$ cat config.mk
export PLATFORM = sky130hd
export DESIGN_NAME = branch_resolution_queue
export DESIGN_NICKNAME = d
export VERILOG_FILES = /design/src/rtl/branch_resolution_queue.sv
export SDC_FILE = /design/constraint.sdc
export NUM_CORES = 1
export LEC_CHECK = 0
export ABC_AREA = 1
export CELL_PAD_IN_SITES_DETAIL_PLACEMENT = 1
export CELL_PAD_IN_SITES_GLOBAL_PLACEMENT = 1
export CORE_MARGIN = 3
export CORE_UTILIZATION = 39
export CTS_BUF_LIST = sky130_fd_sc_hd__clkbuf_16
export DETAILED_ROUTE_END_ITERATION = 8
export PLACE_DENSITY_LB_ADDON = 0.1
export SLEW_MARGIN = 20
export SYNTH_ARGS = -nofsm -noshare
export SYNTH_HDL_FRONTEND = slang
export SYNTH_SLANG_ARGS = --single-unit
$ cat constraint.sdc
create_clock -name clk -period 2.5 [get_ports clk]
set_input_delay 0.25 -clock clk [delete_from_list [all_inputs] [get_ports clk]]
set_output_delay 0.25 -clock clk [all_outputs]
set_load 0.03 [all_outputs]
$ cat src/rtl/branch_resolution_queue.sv
// rtl/branch_resolution_queue.sv - in-order branch prediction queue with resolve/mispredict handling; optional stats via BRQ_STATS_EN
module branch_resolution_queue #(
    parameter int DEPTH = 8,
    parameter int PTR_W = 3,
    parameter int CNT_W = 16
) (
    input  logic             clk,
    input  logic             rst,
    input  logic             push_valid,
    input  logic             push_taken,
    output logic             push_ready,
    input  logic             resolve_valid,
    input  logic             resolve_taken,
    output logic             resolve_ready,
    output logic             update_enable,
    output logic             actual_taken,
    output logic             mispredict,
    output logic             flush,
    output logic [PTR_W:0]   occupancy
`ifdef BRQ_STATS_EN
    ,
    output logic [CNT_W-1:0] stat_branches,
    output logic [CNT_W-1:0] stat_mispredicts
`endif
);

    localparam logic [PTR_W:0]   OCC_FULL = (PTR_W+1)'(DEPTH);
    localparam logic [PTR_W:0]   OCC_ONE  = (PTR_W+1)'(1);
    localparam logic [PTR_W-1:0] PTR_ONE  = PTR_W'(1);

    logic [DEPTH-1:0] taken_q;
    logic [PTR_W-1:0] wr_ptr;
    logic [PTR_W-1:0] rd_ptr;
    logic             push_fire;
    logic             resolve_fire;
    logic             mis_now;

    // A mispredict or its flush cycle blocks pushes so wrong-path entries never land
    always_comb begin
        resolve_ready = (occupancy != '0);
        resolve_fire  = resolve_valid && resolve_ready;
        mis_now       = resolve_fire && (taken_q[rd_ptr] != resolve_taken);
        push_ready    = (occupancy != OCC_FULL) && !mis_now && !flush;
        push_fire     = push_valid && push_ready;
    end

    // Prediction storage; contents are don't-care once pointers are reset
    always_ff @(posedge clk) begin
        if (push_fire) begin
            taken_q[wr_ptr] <= push_taken;
        end
    end

    // Pointer/occupancy bookkeeping; a mispredict empties the queue in the resolve cycle
    always_ff @(posedge clk) begin
        if (rst) begin
            wr_ptr    <= '0;
            rd_ptr    <= '0;
            occupancy <= '0;
        end else if (mis_now) begin
            wr_ptr    <= '0;
            rd_ptr    <= '0;
            occupancy <= '0;
        end else begin
            if (push_fire) begin
                wr_ptr <= wr_ptr + PTR_ONE;
            end
            if (resolve_fire) begin
                rd_ptr <= rd_ptr + PTR_ONE;
            end
            case ({push_fire, resolve_fire})
                2'b10:   occupancy <= occupancy + OCC_ONE;
                2'b01:   occupancy <= occupancy - OCC_ONE;
                default: occupancy <= occupancy;
            endcase
        end
    end

    // Registered predictor-update and flush pulses, one cycle after a resolve fires
    always_ff @(posedge clk) begin
        if (rst) begin
            update_enable <= 1'b0;
            actual_taken  <= 1'b0;
            mispredict    <= 1'b0;
            flush         <= 1'b0;
        end else begin
            update_enable <= resolve_fire;
            mispredict    <= mis_now;
            flush         <= mis_now;
            if (resolve_fire) begin
                actual_taken <= resolve_taken;
            end
        end
    end

`ifdef BRQ_STATS_EN
    // Saturating statistics, counted on the update pulse
    always_ff @(posedge clk) begin
        if (rst) begin
            stat_branches    <= '0;
            stat_mispredicts <= '0;
        end else if (update_enable) begin
            if (stat_branches != '1) begin
                stat_branches <= stat_branches + CNT_W'(1);
            end
            if (mispredict && (stat_mispredicts != '1)) begin
                stat_mispredicts <= stat_mispredicts + CNT_W'(1);
            end
        end
    end
`else
    // Counter width only matters when statistics are built in
    logic unused_cnt_w;
    assign unused_cnt_w = |CNT_W;
`endif

endmodule
After elaboration in Yosys (flattened, before gate mapping)

Index checks and enable logic that the tools add are counted.

Bits of input ports: 6
Memories: 0
Bits in latches: 0
Bits in registers: 21
Word-level logic and storage cells: 35
Output and inout bits: 10
Bits in writable memories: 0
Memory bits (read-only): 0

Multiply operators: 0
Divide/modulo/power cells: 0
Equal/unequal tests: 4
Magnitude comparators: 3
Reduce and logical (&&, ||, !) cells: 11
Shift operators: 0
Bitwise logic cells: 0
Add/sub/neg operators: 4
Multiplexer cells: 6

Operators by type and width:

| cell                                                                  | number |
|---|---|
| 8-bit bitwise mux                                                     | 1 |
| 3-bit by 4-bit < comparator with 1-bit output, second input constant  | 2 |
| 4-bit one-hot mux with 2 select lines                                 | 1 |
| 3-bit by 1-bit adder with 3-bit output, second input constant         | 2 |
| 1-bit logical AND                                                     | 6 |
| 4-bit by 1-bit adder with 4-bit output, second input constant         | 1 |
| 4-bit != test, second input constant                                  | 1 |
| 4-bit nonzero test                                                    | 1 |
| 4-bit by 1-bit subtractor with 4-bit output, second input constant    | 1 |
| 1-bit binary-select mux with 3-bit select                             | 1 |
| 1-bit demux with 3-bit select                                         | 1 |
| 3-bit by 1-bit >= comparator with 1-bit output, second input constant | 1 |
| 2-bit by 1-bit == test with 1-bit output, second input constant       | 1 |
| 2-bit == test, second input constant                                  | 1 |
| 1-bit zero test                                                       | 2 |
| 1-bit 2-to-1 mux                                                      | 2 |
| 2-bit nonzero test                                                    | 1 |
| 2-bit OR reduction                                                    | 1 |
| 1-bit != test                                                         | 1 |

Depth between registers and ports, before layout

Gate-level depths: netlist (run 1).

Depth in word-level cells: 10
Gate-level depth with buffers: 17
Mapped depth without buffers: 16

Worst setup path before layout (run 1)

OpenSTA, ideal clock, no wires.

Path kind: flip-flop to flip-flop
From: reg occupancy[0]
To: reg occupancy[3]
Setup time: 0.120 ns
Path slack: -0.177 ns
Path buffers: 1
Data required time: 2.380 ns
Period minus slack after synthesis: 2.677 ns
Arrival time: 2.557 ns
Stages on the path, launching flop included: 16
Cell sequence: dfxtp_1 > nor2_1 > nand2_1 > nand2_1 > inv_2 > nand3_4 > nand3_4 > buf_6 > ha_1 > ha_1 > a21oi_1 > nand2_1 > a21oi_1 > o21ai_0 > xor2_1 > nor2_1

Cells in the longest elaborated chain, start to end: 9
Elaborated cells between the ends (all ways): 15
Classes of those cells: add/sub: 2; eq/ne: 3; mux: 1; reduce/logical: 9

RTL lines:

| element                                                                            | line | source |
|---|---|---|
| start: declaration                                                                 | 19   | `output logic [PTR_W:0] occupancy` |
| start signal: assignment                                                           | 72   | `2'b10: occupancy <= occupancy + OCC_ONE;` |
| start signal: assignment                                                           | 73   | `2'b01: occupancy <= occupancy - OCC_ONE;` |
| start signal: assignment                                                           | 74   | `default: occupancy <= occupancy;` |
| 4-bit nonzero test (*)                                                             | 40   | `resolve_ready = (occupancy != '0);` |
| via resolve_ready                                                                  | 14   | `output logic resolve_ready,` |
| 1-bit logical AND (*)                                                              | 41   | `resolve_fire = resolve_valid && resolve_ready;` |
| via resolve_fire                                                                   | 35   | `logic resolve_fire;` |
| 1-bit logical AND                                                                  | 42   | `mis_now = resolve_fire && (taken_q[rd_ptr] != resolve_taken);` |
| 1-bit zero test                                                                    | 43   | `push_ready = (occupancy != OCC_FULL) && !mis_now && !flush;` |
| 1-bit logical AND (2 in a row)                                                     | 43   |  |
| 1-bit logical AND                                                                  | 44   | `push_fire = push_valid && push_ready;` |
| 2-bit by 1-bit == test with 1-bit output / 2-bit == test (equally long branches)   | 71   | `case ({push_fire, resolve_fire})` |
| 4-bit one-hot mux with 2 select lines / 2-bit nonzero test (equally long branches) | --   |  |

The timed path passes the listed nets; every way through them passes the cells marked *.
A chain may end at the register's enable or synchronous reset.

Worst setup path after layout (run 1)

From: reg rd_ptr[0]
To: out push_ready

Cells in the longest elaborated chain, start to end: 7

RTL lines:

| element                                   | line | source |
|---|---|---|
| start: declaration                        | 33   | `logic [PTR_W-1:0] rd_ptr;` |
| start signal: assignment                  | 69   | `rd_ptr <= rd_ptr + PTR_ONE;` |
| 1-bit binary-select mux with 3-bit select | 42   |  |
| 1-bit 2-to-1 mux (implied by the code)    | 42   |  |
| 1-bit != test                             | 42   |  |
| 1-bit logical AND                         | 42   |  |
| 1-bit zero test                           | 43   |  |
| 1-bit logical AND (2 in a row)            | 43   |  |
| end: declaration                          | 11   | `output logic push_ready,` |

No other way between the ends. The select of a mux whose other input is x is not followed.

==> results of run 1 <==
==> synthesized netlist by cell type, drive strengths merged <==
library cell / count
xor2: 1
edfxtp: 8
xnor2: 1
nand3: 11
nand2: 34
nor2: 10
buf: 2
nand3b: 1
fa: 1
a21oi: 7
o311ai: 3
nor3: 8
ha: 5
a211oi: 1
dfxtp: 13
o21ai: 2
nor3b: 1
inv: 29
==> sequential cells by signal, summed over array words and instances, names as in the netlist <==
signal         cells
rd_ptr             3
wr_ptr             3
flush              1
taken_q            8
actual_taken       1
occupancy          4
update_enable      1
==> repair_timing <==
item / CTS / global route
buffers inserted: 0 / 0
endpoints found under the setup margin: 1 / 2
resized for setup: 2 / 5
==> logic make-up (layout without fill, tap and decap cells) <==
| kind of cell | after synthesis | in the layout | share of synthesized area |
|---|---|---|---|
| and+or+nand+nor | 65 | 65 | 0.287 |
| buffers and inverters | 31 | 51 | 0.113 |
| DFF | 21 | 21 | 0.442 |
| AOI/OAI and AO/OA | 13 | 13 | 0.0696 |
| adders and majority gates | 6 | 6 | 0.0729 |
| xor gates and xnor gates | 2 | 2 | 0.0155 |
==> final timing paths <==
check / from / end / depth (start not counted)
max: rd_ptr[0] / push_ready / 11
min: occupancy[2] / occupancy[2] / 2
min reg2reg: occupancy[2] / occupancy[2] / 2
max reg2reg: rd_ptr[0] / occupancy[3] / 16
==> power by group <==
group	switching [µW]	total [µW]	internal, µW	leakage (µW)
combinational	530	877	347	0.000399
clock	124	337	213	0.0000423
sequential	80.9	515	434	0.000181
total	734	1730	995	0.000622
==> area by class of cell <==
class | count | area [µm²] | area share
Multi-Input combinational cell | 86 | 536 | 0.372
Inverter | 29 | 109 | 0.0755
Sequential cell | 21 | 508 | 0.352
Tap cell | 30 | 37.5 | 0.0260
Timing Repair Buffer | 18 | 173 | 0.120
Clock inverter | 1 | 3.75 | 0.00260
Clock buffer | 3 | 75.1 | 0.0521
==> metrics by stage <==
step                power (µW)   util  instance area [µm²]
finish                    1730  0.552                 1440
floorplan                 1050      -                 1140
detailed placement        1320  0.510                 1330
global route              1860  0.552                 1440
global placement          1290  0.510                 1330
CTS                       1690  0.540                 1410
==> worst min-delay path, cell delays in order, from the launching register on <==
cell and delay (ns):
dfxtp_2 0.35, nand2_1 0.07, a21oi_1 0.06
==> routing by layer <==
metal	track usage	up-vias	share of wire
li1	-	482	-
met1	0.231	455	0.47
met2	0.302	16	0.47
met3	0.0302	7	0.030
met4	0.0949	0	0.026
met5	0	-	0
==> layout by cell type, fill, tap and decap left out, types with 3 or more instances in the layout <==
| cell type | instances |
|---|---|
| nand3_1 | 5 |
| buf_4 | 3 |
| dfxtp_1 | 7 |
| clkbuf_16 | 3 |
| nor3_1 | 8 |
| nor2_1 | 9 |
| inv_2 | 3 |
| edfxtp_1 | 8 |
| inv_1 | 27 |
| clkdlybuf4s50_1 | 15 |
| a21oi_1 | 6 |
| o311ai_0 | 3 |
| ha_1 | 3 |
| nand2_1 | 32 |
| nand3_2 | 4 |
| dfxtp_2 | 6 |
==> run summary, run 1 <==
Main area contributors after synthesis -> dfxtp_1, edfxtp_1, nand2_1, inv_1, ha_1
Die X -> 59.9 µm
# setup viols final -> 0
Worst reg2reg setup slack -> 0.29 ns
Total gr overflow -> 0
Largest stage delay, worst path -> 0.66 ns
Synth area leader -> dfxtp_1
Inserted Diodes -> 0
Crit path required time -> 2.25 ns
Crit path kind -> register to output port
Max Slew Vio Count -> 0
Outcome -> finished clean
Clock transition at path regs -> 0.06 ns
Die Ht -> 59.9 µm
Normalized max-slew margin -> 0.713
CTS tree -> done
Gr usage total -> 0.184
DRC errors left -> 0
Vias in the first global route -> 1,042
Register bit total from synthesis -> 21
Mapped Nets -> 150
Placed cells -> 184
First-pass GRT wire length -> 4900 µm
Post-DP HPWL -> 2090 µm
Final non-filler cell total -> 188
Crit path cell chain -> inv_2, nand2_1, nand3_2, nand3_2, nand2_1, nand2_1, nand3_4, buf_4, nand2_1, inv_1, clkdlybuf4s50_1
CP Max Fanout -> 7
F_max -> 420 MHz
Layout cell share with drive strength beyond 1 -> 0.171
Drt first pass iters -> 4
Fin Setup TNS -> 0 ns
Worst-margin pin slew -> 0.426 ns
Final period utilization -> 0.953
Max clock buf depth -> 2
Mapped Area -> 1130 µm²
Per-cell routed wire length -> 14.9 µm
Worst path bufs/invs -> 4
Initial DRC Count -> 14
Pwr Density -> 1200 nW/µm²
Most frequent CP cell -> nand2_1
CTS buffer count -> 3
Final Net Count -> 171
Min-delay worst type -> register to register
Top cell type's share of synthesized area -> 0.230
Post-synthesis average cell area -> 8.21 µm²
Placement Rows -> 18
# port buffers -> 15
Gpl congestion -> 0.886
Largest net degree at the start of global routing -> 12
Maximum VDD drop -> 0.000983 V
Hold buffers post-CTS -> 0
RSZ-0062 raised after global routing -> false
Worst setup SP type -> register
Worst skew pair latency -> 0.26 ns
Post-Syn Instances -> 138
Root Driver -> clkbuf_16
Seq/Total Area, Yosys -> 0.442
Clk sinks -> 21
Drt total wl -> 2800 µm
Layout area overhead -> 27.3%
Initial antenna violation count -> 0
Critical path's slowest cell -> clkdlybuf4s50_1
Initial Util -> 0.433
Critical Path End Type -> output port
Synth unique cells -> 24
Number of I/O pins -> 16
Core Region -> 2610 µm²
Maxcap violations -> 0
P_leak -> 0.000622 µW
Antenna-violating nets left -> 0
Area of the die -> 3590 µm²
Fin. Hold Viols -> 0
Period minus WS final -> 2.38 ns
Critical Path AT -> 2.13 ns
Vias per cell -> 5.11
Synth warnings -> 0
Vias post-DR -> 960
Crit path max-delay family -> buffers and inverters
Clock Skews -> 0.00376 ns
Fill cells -> 327
Final worst slack -> 0.117 ns
Htree depth -> 1
Dpl ws -> -0.00845 ns
Hold slack final -> 0.516 ns
Note: power is estimated with default switching activity, not from simulation.
==> inputs of run 2 (changes only) <==
--- a/config.mk
+++ b/config.mk
@@ -12,6 +12,7 @@
 export CORE_UTILIZATION = 39
 export CTS_BUF_LIST = sky130_fd_sc_hd__clkbuf_16
 export DETAILED_ROUTE_END_ITERATION = 8
+export MAX_ROUTING_LAYER = met4
 export PLACE_DENSITY_LB_ADDON = 0.1
 export SLEW_MARGIN = 20
 export SYNTH_ARGS = -nofsm -noshare
==> run summary, run 2 (synthesis gave the netlist of run 1 again) <==
Post-DP HPWL -> 2090 µm (unchanged)
Number of I/O pins -> 16 (unchanged)
Max FFs per register -> 8 (unchanged)
Final core utilization -> 0.552 (unchanged)
Root Driver -> clkbuf_16
Min-delay worst type -> register to register
Htree depth -> 1 (unchanged)
Max clock buf depth -> 2 (unchanged)
# port buffers -> 15 (unchanged)
Max Slew Vio Count -> 0 (unchanged)
CTS tree -> done
Layout cell share with drive strength beyond 1 -> 0.171 (unchanged)
Worst skew pair latency -> 0.26 ns (about the same)
CP Launch Point -> rd_ptr[0]
Drt first pass iters -> 4 (unchanged)
Vias post-DR -> 961 (+0.10%)
Fill cells -> 327 (unchanged)
Crit path kind -> register to output port
Vias in the first global route -> 1,043 (+0.096%)
Final Net Count -> 171 (unchanged)
Critical Path AT -> 2.13 ns (about the same)
Crit path to -> push_ready
Worst path bufs/invs -> 4 (unchanged)
Gpl congestion -> 0.901 (+1.7%)
First-pass GRT wire length -> 4910 µm (+0.12%)
Reg2reg start -> rd_ptr[0]
Largest registers -> taken_q (8), occupancy (4)
Most common cell after layout, fill and taps aside -> nand2_1
Worst reg2reg setup slack -> 0.29 ns (about the same)
Final non-filler cell total -> 188 (unchanged)
Maximum VDD drop -> 0.000984 V (about the same)
Pwr Density -> 1200 nW/µm² (about the same)
Initial antenna violation count -> 0 (unchanged)
Crit path max-delay family -> buffers and inverters
Clock Skews -> 0.00377 ns (+0.00000272 ns)
Worst-margin pin slew -> 0.426 ns (-0.000000119 ns)
Multi-input gate area -> 536 µm² (unchanged)
Worst setup SP type -> register
Die X -> 59.9 µm (unchanged)
Crit path required time -> 2.25 ns (about the same)
Crit path cell chain -> inv_2, nand2_1, nand3_2, nand3_2, nand2_1, nand2_1, nand3_4, buf_4, nand2_1, inv_1, clkdlybuf4s50_1
Total gr overflow -> 0 (unchanged)
Fin Setup TNS -> 0 ns (unchanged)
CP Max Fanout -> 7 (unchanged)
Largest stage delay, worst path -> 0.66 ns (about the same)
Inserted Diodes -> 0 (unchanged)
Clock transition at path regs -> 0.06 ns (about the same)
Normalized max-slew margin -> 0.713 (unchanged)
Largest net degree at the start of global routing -> 12 (unchanged)
Fin. Hold Viols -> 0 (unchanged)
Most frequent CP cell -> nand2_1
DRC errors left -> 0 (unchanged)
Core Region -> 2610 µm² (unchanged)
Hold slack final -> 0.516 ns (unchanged)
Antenna-violating nets left -> 0 (unchanged)
Initial Util -> 0.433 (unchanged)
Hold buffers post-CTS -> 0 (unchanged)
Clk sinks -> 21 (unchanged)
Drt total wl -> 2800 µm (about the same)
Outcome -> finished clean
FF/Latch Area -> 508 µm² (unchanged)
Layout area overhead -> 27.3% (unchanged)
CP Depth -> 11 (unchanged)
# setup viols final -> 0 (unchanged)
Critical path's slowest cell -> clkdlybuf4s50_1
Area of the die -> 3590 µm² (unchanged)
Placed cells -> 184 (unchanged)
Vias per cell -> 5.11 (+0.10%)
RSZ-0062 raised after global routing -> false
Post-CTS setup repair buffer count -> 0 (unchanged)
RR Endpoint -> occupancy[3]
Period minus WS final -> 2.38 ns (+0.000804 ns)
Placement Rows -> 18 (unchanged)
CTS buffer count -> 3 (unchanged)
Final period utilization -> 0.953 (about the same)
Maxcap violations -> 0 (unchanged)
Worst Reg2Reg Path Length in Cells -> 16 (unchanged)
Per-cell routed wire length -> 14.9 µm (about the same)
Most frequent cells in the layout -> nand2_1, inv_1, clkdlybuf4s50_1
Gr usage total -> 0.191 (+0.00625)
Initial DRC Count -> 14 (unchanged)
P_leak -> 0.000622 µW (unchanged)
Biggest register -> taken_q
Critical Path End Type -> output port
F_max -> 420 MHz (about the same)
Die Ht -> 59.9 µm (unchanged)
## run 2: repair_timing
action / in CTS / in global routing
cloned: 0 / 0
endpoints found under the setup margin: 1 / 2
resized for setup: 2 / 5
hold endpoints to repair: 0 / 0
## run 2: worst min-delay path by stage
stage	start	to	slack [ns]	depth (start not counted)
floorplan	rst	flush	0.32	1
global placement	occupancy[2]	occupancy[2]	0.49	2
detailed placement	occupancy[2]	occupancy[2]	0.49	2
CTS	occupancy[2]	occupancy[2]	0.51	2
global route	occupancy[2]	occupancy[2]	0.54	2
finish	occupancy[2]	occupancy[2]	0.52	2
## run 2: power breakdown
part | switching [µW] | leakage [µW] | internal [µW] | total (µW)
sequential | 80.9 | 0.000181 | 434 | 515
clock | 124 | 0.0000423 | 213 | 337
combinational | 530 | 0.000399 | 347 | 878
## run 2: per-stage QoR
stage	total power [µW]	cell area, µm²	worst slack [ns]
after CTS	1690	1410	0.0202
final	1730	1440	0.117
after floorplan	1050	1140	0.0101
after detailed placement	1320	1330	-0.00845
after global routing	1860	1440	0.00807
after global placement	1290	1330	0.179
## run 2: final cells by class
class / instances / area share
multi-input combinational: 86 / 0.372
sequential: 21 / 0.352
timing repair buffer: 18 / 0.120
inverter: 29 / 0.0755
clock buffer: 3 / 0.0521
tap: 30 / 0.0260
clock inverter: 1 / 0.00260
## run 2: layer usage
metal  GRT usage  routed length (µm)
met1       0.239                1340
met3      0.0238                  72
met2       0.301                1320
met5           -                   0
met4      0.0949                  72
## run 2: tightest hold or removal path, stage by stage (launching register included)
cell and delay, ns:
dfxtp_2 0.35, nand2_1 0.07, a21oi_1 0.06
==> inputs of run 3 (changes only) <==
--- a/config.mk
+++ b/config.mk
@@ -5,16 +5,15 @@
 export SDC_FILE = /design/constraint.sdc
 export NUM_CORES = 1
 export LEC_CHECK = 0
-export ABC_AREA = 1
 export CELL_PAD_IN_SITES_DETAIL_PLACEMENT = 1
 export CELL_PAD_IN_SITES_GLOBAL_PLACEMENT = 1
 export CORE_MARGIN = 3
-export CORE_UTILIZATION = 39
+export CORE_UTILIZATION = 43
 export CTS_BUF_LIST = sky130_fd_sc_hd__clkbuf_16
 export DETAILED_ROUTE_END_ITERATION = 8
 export MAX_ROUTING_LAYER = met4
 export PLACE_DENSITY_LB_ADDON = 0.1
-export SLEW_MARGIN = 20
+export SLEW_MARGIN = 5
 export SYNTH_ARGS = -nofsm -noshare
 export SYNTH_HDL_FRONTEND = slang
 export SYNTH_SLANG_ARGS = --single-unit
==> run summary, run 3 <==
Worst setup SP type -> register
Fin. Hold Viols -> 0 (unchanged)
Hold slack final -> 0.491 ns (-0.0253 ns)
Worst Reg2Reg Path Length in Cells -> 10 (-6)
Maxcap violations -> 0 (unchanged)
Hold path depth -> 2 (unchanged)
Number of I/O pins -> 16 (unchanged)
Synth top cells by count -> dfxtp_1, nor3_2, edfxtp_1
Fin Setup TNS -> -0.502 ns (-0.502 ns)
Initial antenna violation count -> 0 (unchanged)
Antenna-violating nets left -> 0 (unchanged)
Per-cell routed wire length -> 19.9 µm (+33%)
Mapped Area -> 1220 µm² (+7.4%)
Placement Rows -> 18 (unchanged)
Mapped Nets -> 113 (-25%)
Largest registers -> taken_q (8), occupancy (4)
Clk sinks -> 21 (unchanged)
Synth area leader -> dfxtp_1
Final Net Count -> 142 (-17%)
Most frequent cells in the layout -> buf_4, clkdlybuf4s50_1, nor3_2
Die X -> 59.2 µm (-1.2%)
CTS buffer count -> 3 (unchanged)
Clock Skews -> 0.00115 ns (-0.00261 ns)
Maximum VDD drop -> 0.00106 V (+7.4%)
Main synth FF type -> dfxtp_1
FF/Latch Area -> 514 µm² (+1.2%)
Async S/R FF share, synth -> 0 (unchanged)
Drt total wl -> 3160 µm (+13%)
Final period utilization -> 1.13 (+0.173)
RR Endpoint -> occupancy[3]
Worst skew pair latency -> 0.25 ns (about the same)
Gr usage total -> 0.215 (+0.0247)
# setup viols final -> 3 (+3)
Gpl congestion -> 0.702 (-22%)
Pwr Density -> 1280 nW/µm² (+6.3%)
Die Ht -> 59.2 µm (-1.2%)
Crit path required time -> 2.66 ns (+0.41 ns)
Synth unique cells -> 35 (+46%)
Top cell type's share of synthesized area -> 0.214 (-0.0158)
CP Max Fanout -> 5 (-2)
Layout cell share with drive strength beyond 1 -> 0.488 (+0.317)
Initial DRC Count -> 10 (-4)
Placed cells -> 153 (-17%)
Critical Path End Type -> register
Final instance area -> 1660 µm² (+15%)
RSZ-0062 raised after global routing -> true
CTS tree -> done
Layout area overhead -> 36.8%
Reg2reg start -> rd_ptr[0]
Total gr overflow -> 0 (unchanged)
Core Region -> 2590 µm² (-0.86%)
Area of the die -> 3500 µm² (-2.3%)
Register bit total from synthesis -> 21 (unchanged)
Root Driver -> clkbuf_16
Number of synthesized flops with an enable pin -> 8 (unchanged)
Max FFs per register -> 8 (unchanged)
Inserted Diodes -> 0 (unchanged)
Vias in the first global route -> 940 (-9.9%)
Vias per cell -> 5.52 (+8.0%)
Top-count cell post-synth -> dfxtp_1
Max Slew Vio Count -> 0 (unchanged)
Post-synthesis average cell area -> 12.0 µm² (+47%)
Post-DP HPWL -> 1940 µm (-7.2%)
Htree depth -> 1 (unchanged)
Drt first pass iters -> 2 (-2)
Hold Path Sink -> actual_taken
Failing checks -> setup timing
Clock transition at path regs -> 0.06 ns (about the same)
Largest net degree at the start of global routing -> 21 (+9)
Vias post-DR -> 878 (-8.6%)
DRC errors left -> 0 (unchanged)
Worst reg2reg setup slack -> -0.32 ns (-0.61 ns)
Critical Path AT -> 2.97 ns (+0.84 ns)
Synth warnings -> 0 (unchanged)
Final worst slack -> -0.317 ns (-0.433 ns)
First-pass GRT wire length -> 5080 µm (+3.5%)
Max clock buf depth -> 2 (unchanged)
Hold path startpoint -> actual_taken
Main area contributors after synthesis -> dfxtp_1, edfxtp_1, nor4b_2, nor3_2, ha_1
Hold buffers post-CTS -> 0 (unchanged)
Min-delay worst type -> register to register
Crit path kind -> register to register
Seq/Total Area, Yosys -> 0.412 (-0.0305)
Multi-input gate area -> 734 µm² (+37%)
Most common cell after layout, fill and taps aside -> buf_4
P_leak -> 0.000602 µW (-3.3%)
Dpl cell area -> 1520 µm² (+14%)
F_max -> 355 MHz (-15%)
Worst-margin pin slew -> 0.661 ns (+0.236 ns)
Post-Syn Instances -> 101 (-27%)
Normalized max-slew margin -> 0.558 (-0.155)
Final non-filler cell total -> 159 (-15%)
Biggest register -> taken_q
Outcome -> finished, violations left
Period minus WS final -> 2.82 ns (+0.433 ns)
Fill cells -> 258 (-21%)
Initial Util -> 0.470 (+0.0361)
# port buffers -> 15 (unchanged)
[run 3: changes by cell type after synthesis, moves of 3 or more]
cell,delta
nand3_2,-4
nand2_1,-31
nor4b_2,+7
mux2i_1,+6
nor2_1,-4
nor3_2,+9
inv_2,-3
inv_1,-22
o311ai_0,-3
nor3_1,-7
[run 3: kinds of logic after synthesis]
| logic type | share of synthesized area |
|---|---|
| buf+inv | 0.0607 |
| flops | 0.412 |
| mux | 0.0864 |
| xor+xnor | 0.0432 |
| compound gates | 0.0370 |
| simple gates | 0.293 |
| fa+ha+maj | 0.0679 |
[run 3: timing repair]
item / in CTS / in global routing
cloned: 0 / 0
pin swaps: 5 / 0
setup endpoints to repair: 1 / 3
setup buffers: 1 / 1
resized for setup: 7 / 5
[run 3: worst max-delay path: stages (launching register included)]
cell	delay [ns]
dfxtp_4	0.36
mux2i_1	0.12
mux4_2	0.50
mux2i_4	0.21
nand2b_4	0.15
ha_4	0.18
ha_4	0.30
nand3_2	0.09
and3_4	0.16
or4_4	0.42
a211oi_2	0.22
[run 3: stage by stage]
step | setup WS [ns] | utilization | total power (µW)
final | -0.317 | 0.643 | 2120
after global routing | -0.404 | 0.643 | 2260
after CTS | -0.264 | 0.633 | 2070
after detailed placement | -0.275 | 0.586 | 1650
after global placement | -0.196 | 0.586 | 1610
after floorplan | -0.487 | - | 1290
[run 3: power breakdown]
group	switching, µW	total [µW]	internal, µW	leakage [µW]
sequential	63.8	506	442	0.000181
combinational	678	1280	601	0.000379
clock	124	339	215	0.0000409
[run 3: layout make-up]
type / instances / share of cell area
Timing Repair Buffer: 31 / 0.163
Inverter: 5 / 0.0158
Clock inverter: 1 / 0.00301
Sequential cell: 21 / 0.309
Tap cell: 30 / 0.0226
Clock buffer: 3 / 0.0451
Multi-Input combinational cell: 68 / 0.441
[run 3: worst max-delay path by stage]
stage / startpoint / endpoint / slack, ns / cells after the start
3_3_place_gp: rd_ptr[0] / occupancy[3] / -0.20 / 10
2_1_floorplan: occupancy[3] / occupancy[3] / -0.49 / 13
3_5_place_dp: rd_ptr[0] / occupancy[3] / -0.27 / 10
6_report: rd_ptr[0] / occupancy[3] / -0.32 / 10
4_1_cts: rd_ptr[0] / occupancy[3] / -0.26 / 10
5_1_grt: rd_ptr[0] / occupancy[3] / -0.40 / 10
[run 3: layer usage]
metal  routed length (µm)  GRT usage  share of wire
met2                 1750      0.387           0.55
met4                   71     0.0777          0.022
met3                   63     0.0458          0.020
met5                    0          -              0
met1                 1270      0.230           0.40
